$ cat src/rtl/wb_master_if_pkg.sv
// Shared definitions for the Wishbone B3 classic initiator: state encoding,
// the all-zero data word and the default ack watchdog limit.
`timescale 1ns/1ps
package wb_master_if_pkg;

    typedef enum logic [1:0] {
        WB_IDLE       = 2'b00,
        WB_BUSY       = 2'b01,
        WB_WAIT_STALL = 2'b10
    } wb_state_e;

    localparam logic [31:0] ZeroWord       = 32'h0000_0000;
    localparam int          DefaultTimeout = 255;

endpackage

$ cat src/rtl/wb_master_if.sv
// Wishbone B3 classic initiator for one CPU pipeline port (instruction or data bus).
// Optional ack watchdog is built only when the macro WB_TIMEOUT_EN is defined.
`timescale 1ns/1ps
import wb_master_if_pkg::*;

module wb_master_if #(
    parameter int ADDR_W         = 32,
    parameter int DATA_W         = 32,
    parameter int TIMEOUT_CYCLES = DefaultTimeout
) (
    input  logic                  clk,
    input  logic                  rst,
    input  logic                  cpu_ce_i,
    input  logic                  cpu_we_i,
    input  logic [ADDR_W-1:0]     cpu_addr_i,
    input  logic [DATA_W/8-1:0]   cpu_sel_i,
    input  logic [DATA_W-1:0]     cpu_data_i,
    output logic [DATA_W-1:0]     cpu_data_o,
    output logic                  stall_req_o,
    input  logic                  pipe_stall_i,
    input  logic                  flush_i,
    output logic [ADDR_W-1:0]     wb_addr_o,
    output logic [DATA_W-1:0]     wb_data_o,
    output logic [DATA_W/8-1:0]   wb_sel_o,
    output logic                  wb_we_o,
    output logic                  wb_stb_o,
    output logic                  wb_cyc_o,
    input  logic [DATA_W-1:0]     wb_data_i,
    input  logic                  wb_ack_i,
    output logic                  bus_err_o
);

    localparam int SEL_W = DATA_W / 8;
    localparam logic [DATA_W-1:0] ZeroData = DATA_W'(ZeroWord);

    wb_state_e           r_state;
    logic [ADDR_W-1:0]   r_wbAddr;
    logic [DATA_W-1:0]   r_wbData;
    logic [SEL_W-1:0]    r_wbSel;
    logic                r_wbWe;
    logic                r_wbStb;
    logic                r_wbCyc;
    logic [DATA_W-1:0]   r_readBuf;

    logic                w_reqValid;
    logic                w_ackTaken;
    logic                w_timeout;

    assign w_reqValid = cpu_ce_i & ~flush_i;
    assign w_ackTaken = (r_state == WB_BUSY) & wb_ack_i & ~flush_i;

`ifdef WB_TIMEOUT_EN
    localparam int CNT_W = ($clog2(TIMEOUT_CYCLES + 1) > 8) ? $clog2(TIMEOUT_CYCLES + 1) : 8;

    logic [CNT_W-1:0]    r_waitCount;
    logic                r_busErr;

    // Abort fires in the BUSY cycle that would make the ack-less count reach the limit
    assign w_timeout = (r_state == WB_BUSY) & ~wb_ack_i & ~flush_i &
                       (r_waitCount == CNT_W'(TIMEOUT_CYCLES - 1));
    assign bus_err_o = r_busErr;
`else
    assign w_timeout = 1'b0;
    assign bus_err_o = 1'b0;
`endif

    assign wb_addr_o = r_wbAddr;
    assign wb_data_o = r_wbData;
    assign wb_sel_o  = r_wbSel;
    assign wb_we_o   = r_wbWe;
    assign wb_stb_o  = r_wbStb;
    assign wb_cyc_o  = r_wbCyc;

    always_comb begin
        stall_req_o = 1'b0;
        cpu_data_o  = ZeroData;
        case (r_state)
            WB_IDLE: begin
                stall_req_o = w_reqValid;
            end
            WB_BUSY: begin
                if (w_ackTaken) begin
                    cpu_data_o = r_wbWe ? ZeroData : wb_data_i;
                end else if (!flush_i && !w_timeout) begin
                    stall_req_o = 1'b1;
                end
            end
            WB_WAIT_STALL: begin
                cpu_data_o = r_readBuf;
            end
            default: begin
                stall_req_o = 1'b0;
            end
        endcase
    end

    always_ff @(posedge clk or posedge rst) begin
        if (rst) begin
            r_state   <= WB_IDLE;
            r_wbAddr  <= '0;
            r_wbData  <= '0;
            r_wbSel   <= '0;
            r_wbWe    <= 1'b0;
            r_wbStb   <= 1'b0;
            r_wbCyc   <= 1'b0;
            r_readBuf <= '0;
`ifdef WB_TIMEOUT_EN
            r_waitCount <= '0;
            r_busErr    <= 1'b0;
`endif
        end else begin
`ifdef WB_TIMEOUT_EN
            r_busErr <= 1'b0;
`endif
            case (r_state)
                WB_IDLE: begin
                    if (w_reqValid) begin
                        r_wbAddr <= cpu_addr_i;
                        r_wbData <= cpu_data_i;
                        r_wbSel  <= cpu_sel_i;
                        r_wbWe   <= cpu_we_i;
                        r_wbStb  <= 1'b1;
                        r_wbCyc  <= 1'b1;
                        r_state  <= WB_BUSY;
`ifdef WB_TIMEOUT_EN
                        r_waitCount <= '0;
`endif
                    end
                end
                WB_BUSY: begin
                    if (flush_i) begin
                        r_wbCyc <= 1'b0;
                        r_wbStb <= 1'b0;
                        r_wbWe  <= 1'b0;
                        r_state <= WB_IDLE;
                    end else if (wb_ack_i) begin
                        r_wbCyc   <= 1'b0;
                        r_wbStb   <= 1'b0;
                        r_wbWe    <= 1'b0;
                        // Write acks leave an all-zero buffer so a frozen stage never sees stale read data
                        r_readBuf <= r_wbWe ? ZeroData : wb_data_i;
                        r_state   <= pipe_stall_i ? WB_WAIT_STALL : WB_IDLE;
                    end else if (w_timeout) begin
                        r_wbCyc <= 1'b0;
                        r_wbStb <= 1'b0;
                        r_wbWe  <= 1'b0;
                        r_state <= WB_IDLE;
`ifdef WB_TIMEOUT_EN
                        r_busErr <= 1'b1;
`endif
                    end else begin
`ifdef WB_TIMEOUT_EN
                        r_waitCount <= r_waitCount + 1'b1;
`endif
                    end
                end
                WB_WAIT_STALL: begin
                    if (!pipe_stall_i || flush_i) begin
                        r_state <= WB_IDLE;
                    end
                end
                default: begin
                    r_state <= WB_IDLE;
                end
            endcase
        end
    end

endmodule
$ cat config.mk
export PLATFORM = sky130hd
export DESIGN_NAME = wb_master_if
export DESIGN_NICKNAME = d
export VERILOG_FILES = /design/src/rtl/wb_master_if_pkg.sv /design/src/rtl/wb_master_if.sv
export SDC_FILE = /design/constraint.sdc
export NUM_CORES = 1
export LEC_CHECK = 0
export ABC_AREA = 1
export BUFFER_PORTS_ARGS = -buffer_cell sky130_fd_sc_hd__buf_4
export CAP_MARGIN = 20
export CELL_PAD_IN_SITES_DETAIL_PLACEMENT = 1
export CELL_PAD_IN_SITES_GLOBAL_PLACEMENT = 1
export CORE_AREA = 2 2 118 120
export CTS_BUF_LIST = sky130_fd_sc_hd__clkbuf_4
export CTS_CLUSTER_SIZE = 24
export DETAILED_ROUTE_END_ITERATION = 10
export DIE_AREA = 0 0 120 122
export PLACE_DENSITY = 0.91
export SKIP_LAST_GASP = 1
export SYNTH_ARGS = -nofsm -noshare
export SYNTH_HDL_FRONTEND = slang
export SYNTH_SLANG_ARGS = --single-unit
$ cat constraint.sdc
create_clock -name clk -period 4.15 [get_ports clk]
set_clock_uncertainty 0.2 [all_clocks]
set_input_delay 0.415 -clock clk [delete_from_list [all_inputs] [get_ports clk]]
set_output_delay 0.415 -clock clk [all_outputs]
set_load 0.1 [all_outputs]
==> impl_metrics.toml, run 1 <==
[run_status]
status = "complete, no violations"

[synth]
synth_area_leaders = "dfrtp_1 58%, nand2_1 24%, nand3_1 4.2%"
netlist_instances = 543
synth_cell_type_count = 19
avgSynthCellArea_sq_um = 8.217
syn-cell-area_sq_mm = 0.004462
yosysSeqAreaShare_pct = 58.33
yosysWarnings = 0
synth_nets = 653
synth_mux_area_share_pct = 0
synthXorXnorAreaFrac_pct = 0
synthAdderAreaFrac_pct = 0.8413
synth_top_family_by_area = "simple AND/OR/NAND/NOR gates"
synth_compound_area_share_pct = 7.179
yosys.area.top_type = "dfrtp_1"
yosysTopAreaCellShare_pct = 58.33
ys_ff_latch = 104
synth-simple-area-share_pct = 28.86

[cells_and_area]
final_net_count = 950
syn_to_final_growth_pct = 65.12
seq_area_sq_mm = 0.002603
fill_cells = 1596
multi_input_area_sq_mm = 0.001649
layout-drive-gt1-share_pct = 28.52
final_cell_mix = "282 x nand2_1, 216 x buf_4, 104 x dfrtp_1, 102 x dlygate4sd3_1, 37 x nand3_1"
final_common_cell = "nand2_1"

[global_route]
grt_overflow_total = 0
antenna_found_initial = 2
grt_pass1_wl_microns = 28500
grtUsageTotal_pct = 25.19
grt_max_degree = 83
grt_pass1_vias = 5542

[floorplanning]
core.rowCount = 43
initial_core_util_pct = 33.04
die-area_sq_mm = 0.01464
core_area_sq_mm = 0.01350
die_x_microns = 120
io_pins = 212
die_h_microns = 122

[critical_path]
required_ns = 3.53
slowest_stage = "dfrtp_1"
critical_path.top_delay_family = "buffers and inverters"
cp_num_buf_inv = 4
setup.worst_path.start_class = "register"
path_max_fanout = 33
crit_path_cell_trace = "inv_1, ha_1, nand2_1, buf_4, nor2_2, buf_4, nand3_1, a21oi_1, buf_4"
worst_path_most_repeated_cell = "buf_4"
slowest_delay_ns = 0.44
critPathKind = "register to primary output"
arrival_ns = 2.77
end_kind = "primary output"

[timing]
slew-limit-headroom_pct = 50.99
period_needed_ns = 3.385
fmax_ghz = 0.2954
whs_ns = 0.09161
post-route-period-util_pct = 81.56
setup_viol = 0
maxSlewViolCount = 0
setup-tns-final_ns = 0
grt_setup_unrepaired = "false"
worstMarginPinSlew_ns = 0.7352
finalHoldViolations = 0
setup_ws_ns = 0.7652

[cts]
cts.clk_slew.worst_paths_ns = 0.16
h-tree-depth = 3
cts-resized-gates = 0
clock_sinks = 104
cts_root_buf = "clkbuf_4"
tritoncts = "done"
clk_latency_ns = 0.47
postCtsSetupRepairBufs = 0
ctsHoldBuffers = 102
cts_made_buffers = 9
clockBufferDepth = 2

[routing]
drc = 0
vias_per_cell = 4.865
ant_nets = 0
firstDrtPassIters = 4
wire_per_inst_microns = 18.06
drt-total-wl_microns = 18550
vias = 4996
drt_iter0_markers = 275

[placement]
dp_hpwl_microns = 9607
numPortBuffers = 210
dpl_worst_slack_ns = 1.340
gp_congestion = 0.7854

[hold_path]
hold_class = "input port to register"

[run]
drv_cap = 0
## cells by family (layout without fill, tap and decap cells)
logic type      count (synthesis)  count (layout)
simple gates                  326             326
fa+ha+maj                       3               3
other cells                     1               3
compound gates                 64              64
buf+inv                        45             347
flops                         104             104
## sequential cells by signal, summed over array words and instances, names as in the netlist
name,flops
r_readBuf,32
r_state,2
wb_addr_o,32
wb_cyc_o,1
wb_data_o,32
wb_sel_o,4
wb_we_o,1
## cell usage after synthesis (all sizes together)
library cell,instances
a21oi,32
clkbuf,13
nor2,4
o21ai,32
buf,22
inv,10
dfrtp,104
ha,3
nand3,37
nand2,283
conb,1
nand4,2
## worst min-delay path: stages
cell,delay [ns]
buf_4,0.11
nand2_1,0.06
nor2_1,0.04
nand4_1,0.06
nand2_1,0.05
## through the flow
stage / instances / cell area [sq um] / util (%)
after floorplan: 543 / 4462 / -
after global placement: 904 / 6138 / 45.46
after detailed placement: 904 / 6138 / 45.46
after CTS: 1022 / 7279 / 53.91
after global routing: 1027 / 7367 / 54.55
final: 1027 / 7367 / 54.55
## metal layers
metal  track usage [%]  vias up  share of wire (%)
li1                  -     2304                  -
met1             26.88     2459                 37
met2             46.59      178                 54
met3             5.431       55                4.8
met4             13.09        0                4.1
met5                 0        -                  0
## final timing paths
kind | depth (start not counted) | endpoint | slack (ns) | start
setup / recovery | 9 | cpu_data_o[7] | 0.77 | r_state[1]
hold / removal | 5 | r_state[1] | 0.09 | pipe_stall_i
setup reg to reg | 7 | wb_data_o[10] | 1.97 | r_state[1]
hold reg to reg | 2 | wb_addr_o[2] | 0.30 | wb_addr_o[2]
max in group asynchronous | 5 | r_readBuf[0] | 2.59 | rst
min in group asynchronous | 3 | wb_addr_o[24] | 0.19 | rst
## area by class of cell
cell class              count  share of cell area, %
repair buffers            321                  36.99
flip-flops and latches    104                  35.33
well taps                 180                  3.057
diodes                      2                0.06793
inverters                  10                 0.5435
multi-input cells         394                  22.38
clock buffers               9                 0.9171
clock inverters             7                 0.7133
Power of run 1 is not shown: default switching activity piles up to over one toggle a cycle in this logic, so the estimate is an artifact.
==> run 2: changes to the inputs <==
--- a/config.mk
+++ b/config.mk
@@ -10,12 +10,12 @@
 export CAP_MARGIN = 20
 export CELL_PAD_IN_SITES_DETAIL_PLACEMENT = 1
 export CELL_PAD_IN_SITES_GLOBAL_PLACEMENT = 1
-export CORE_AREA = 2 2 118 120
+export CORE_AREA = 2 2 125 127
 export CTS_BUF_LIST = sky130_fd_sc_hd__clkbuf_4
 export CTS_CLUSTER_SIZE = 24
 export DETAILED_ROUTE_END_ITERATION = 10
-export DIE_AREA = 0 0 120 122
-export PLACE_DENSITY = 0.91
+export DIE_AREA = 0 0 127 129
+export PLACE_DENSITY = 0.86
 export SKIP_LAST_GASP = 1
 export SYNTH_ARGS = -nofsm -noshare
 export SYNTH_HDL_FRONTEND = slang
==> constraint.sdc (replaced) <==
create_clock -name clk -period 3.05 [get_ports clk]
set_clock_uncertainty 0.2 [all_clocks]
set_input_delay 0.305 -clock clk [delete_from_list [all_inputs] [get_ports clk]]
set_output_delay 0.305 -clock clk [all_outputs]
set_load 0.1 [all_outputs]
==> run 2 against run 1 <==
Net effect:
- utilization down 4.1 points
- global-route usage decreased by 2.7 points
- cell count is 0.88% higher
- sequential share of layout area decreased by 0.85 points
- via count fell by 1.6%
- worst hold slack better by 0.032 ns
- wire length shrank 1.2%
- non-clock buffer count rose by 2
==> impl_metrics.toml, run 2 (synthesized netlist as in run 1, its figures left out) <==
[floorplanning]
die_x_microns = 127
die-area_sq_mm = 0.01638
core.rowCount = 45
initial_core_util_pct = 29.79
io_pins = 212
die_h_microns = 129
core_area_sq_mm = 0.01498

[critical_path]
end_kind = "primary output"
cp_num_buf_inv = 3
required_ns = 2.54
critPathKind = "register to primary output"
arrival_ns = 2.30
slowest_stage = "dfrtp_1"
path_max_fanout = 32
slowest_delay_ns = 0.43
critical_path.top_delay_family = "buffers and inverters"
setup.worst_path.start_class = "register"
crit_path_cell_trace = "inv_1, ha_1, nand2_1, nor2_2, buf_6, nand3_1, a21oi_2, buf_4"

[run]
drv_cap = 0

[timing]
worstMarginPinSlew_ns = 0.8949
setup_viol = 0
period_needed_ns = 2.801
fmax_ghz = 0.3570
slew-limit-headroom_pct = 40.21
maxSlewViolCount = 0
post-route-period-util_pct = 91.83
finalHoldViolations = 0
setup-tns-final_ns = 0
grt_setup_unrepaired = "false"

[routing]
drc = 0
wire_per_inst_microns = 17.69
ant_nets = 0
vias = 4915
drt-total-wl_microns = 18320
firstDrtPassIters = 4
drt_iter0_markers = 232
vias_per_cell = 4.744

[global_route]
grt_pass1_wl_microns = 29020
grt_max_degree = 70
grt_pass1_vias = 5514
grtUsageTotal_pct = 22.46
antenna_found_initial = 2
grt_overflow_total = 0

[hold_path]
hold_class = "input port to register"

[cts]
cts.clk_slew.worst_paths_ns = 0.15
clock_sinks = 104
h-tree-depth = 3
tritoncts = "done"
clk_latency_ns = 0.45
clockBufferDepth = 2
cts_root_buf = "clkbuf_4"
cts_made_buffers = 9

[placement]
numPortBuffers = 210
dp.cells = 915
dp_hpwl_microns = 10120
gp_congestion = 0.7537

[cells_and_area]
layout-drive-gt1-share_pct = 32.15
final_common_cell = "nand2_1"
final_cell_mix = "282 x nand2_1, 216 x buf_4, 104 x dlygate4sd3_1, 104 x dfrtp_1, 37 x nand3_1"
final_net_count = 952
syn_to_final_growth_pct = 69.21
fin_util_pct = 50.41
instances_no_fill = 1036

[run_status]
status = "complete, no violations"
run 2: layout make-up:
type	instances	area [sq um]
diodes	2	5.005
fillers	1754	7427
clock inverters	6	115.1
repair buffers	323	2714
multi-input cells	394	1769
clock buffers	9	67.56
well taps	188	235.2
flip-flops and latches	104	2603
inverters	10	41.29
run 2: per-layer routing:
metal | global-route usage, % | wire (microns) | up-vias
met2 | 39.82 | 9351 | 194
met1 | 25.59 | 7081 | 2380
met5 | 0 | 0 | -
met4 | 9.761 | 582 | 0
li1 | - | - | 2300
met3 | 6.071 | 1308 | 41
run 2: through the flow:
stage	area, sq um	setup WS [ns]	hold WS (ns)
2_1_floorplan	4586	0.1974	0.2216
6_report	7550	0.2491	0.1240
5_1_grt	7550	0.02023	0.1174
4_1_cts	7541	0.1572	0.08814
3_3_place_gp	6317	0.7680	0.2544
3_5_place_dp	6317	0.7126	0.2602
run 2: worst paths after layout:
kind                            depth (start not counted)  slack [ns]             end           from
worst max-delay path                                    8        0.25  cpu_data_o[15]     r_state[1]
worst min register to register                          2        0.29   wb_addr_o[17]  wb_addr_o[17]
worst max register to register                          7        0.88    wb_addr_o[7]     r_state[0]
min in group asynchronous                               3        0.34    wb_data_o[6]            rst
max in group asynchronous                               4        1.52     wb_sel_o[3]            rst
worst min-delay path                                    5        0.12      r_state[0]       wb_ack_i
run 2: what timing repair did:
item | CTS | global route
setup buffers | 0 | 0
hold buffers | 104 | 0
setup endpoints to repair | 0 | 16
resized for setup | 0 | 1
endpoints found under the hold margin | 140 | 0
run 2: worst register-to-register path, cell delays in order (launching register included):
cell and delay (ns):
dfrtp_1 0.43, inv_1 0.09, ha_1 0.22, inv_1 0.10, nor2_4 0.13, buf_4 0.58
nand2_1 0.25, nand2_1 0.16
Power of run 2 is left out for the same reason.
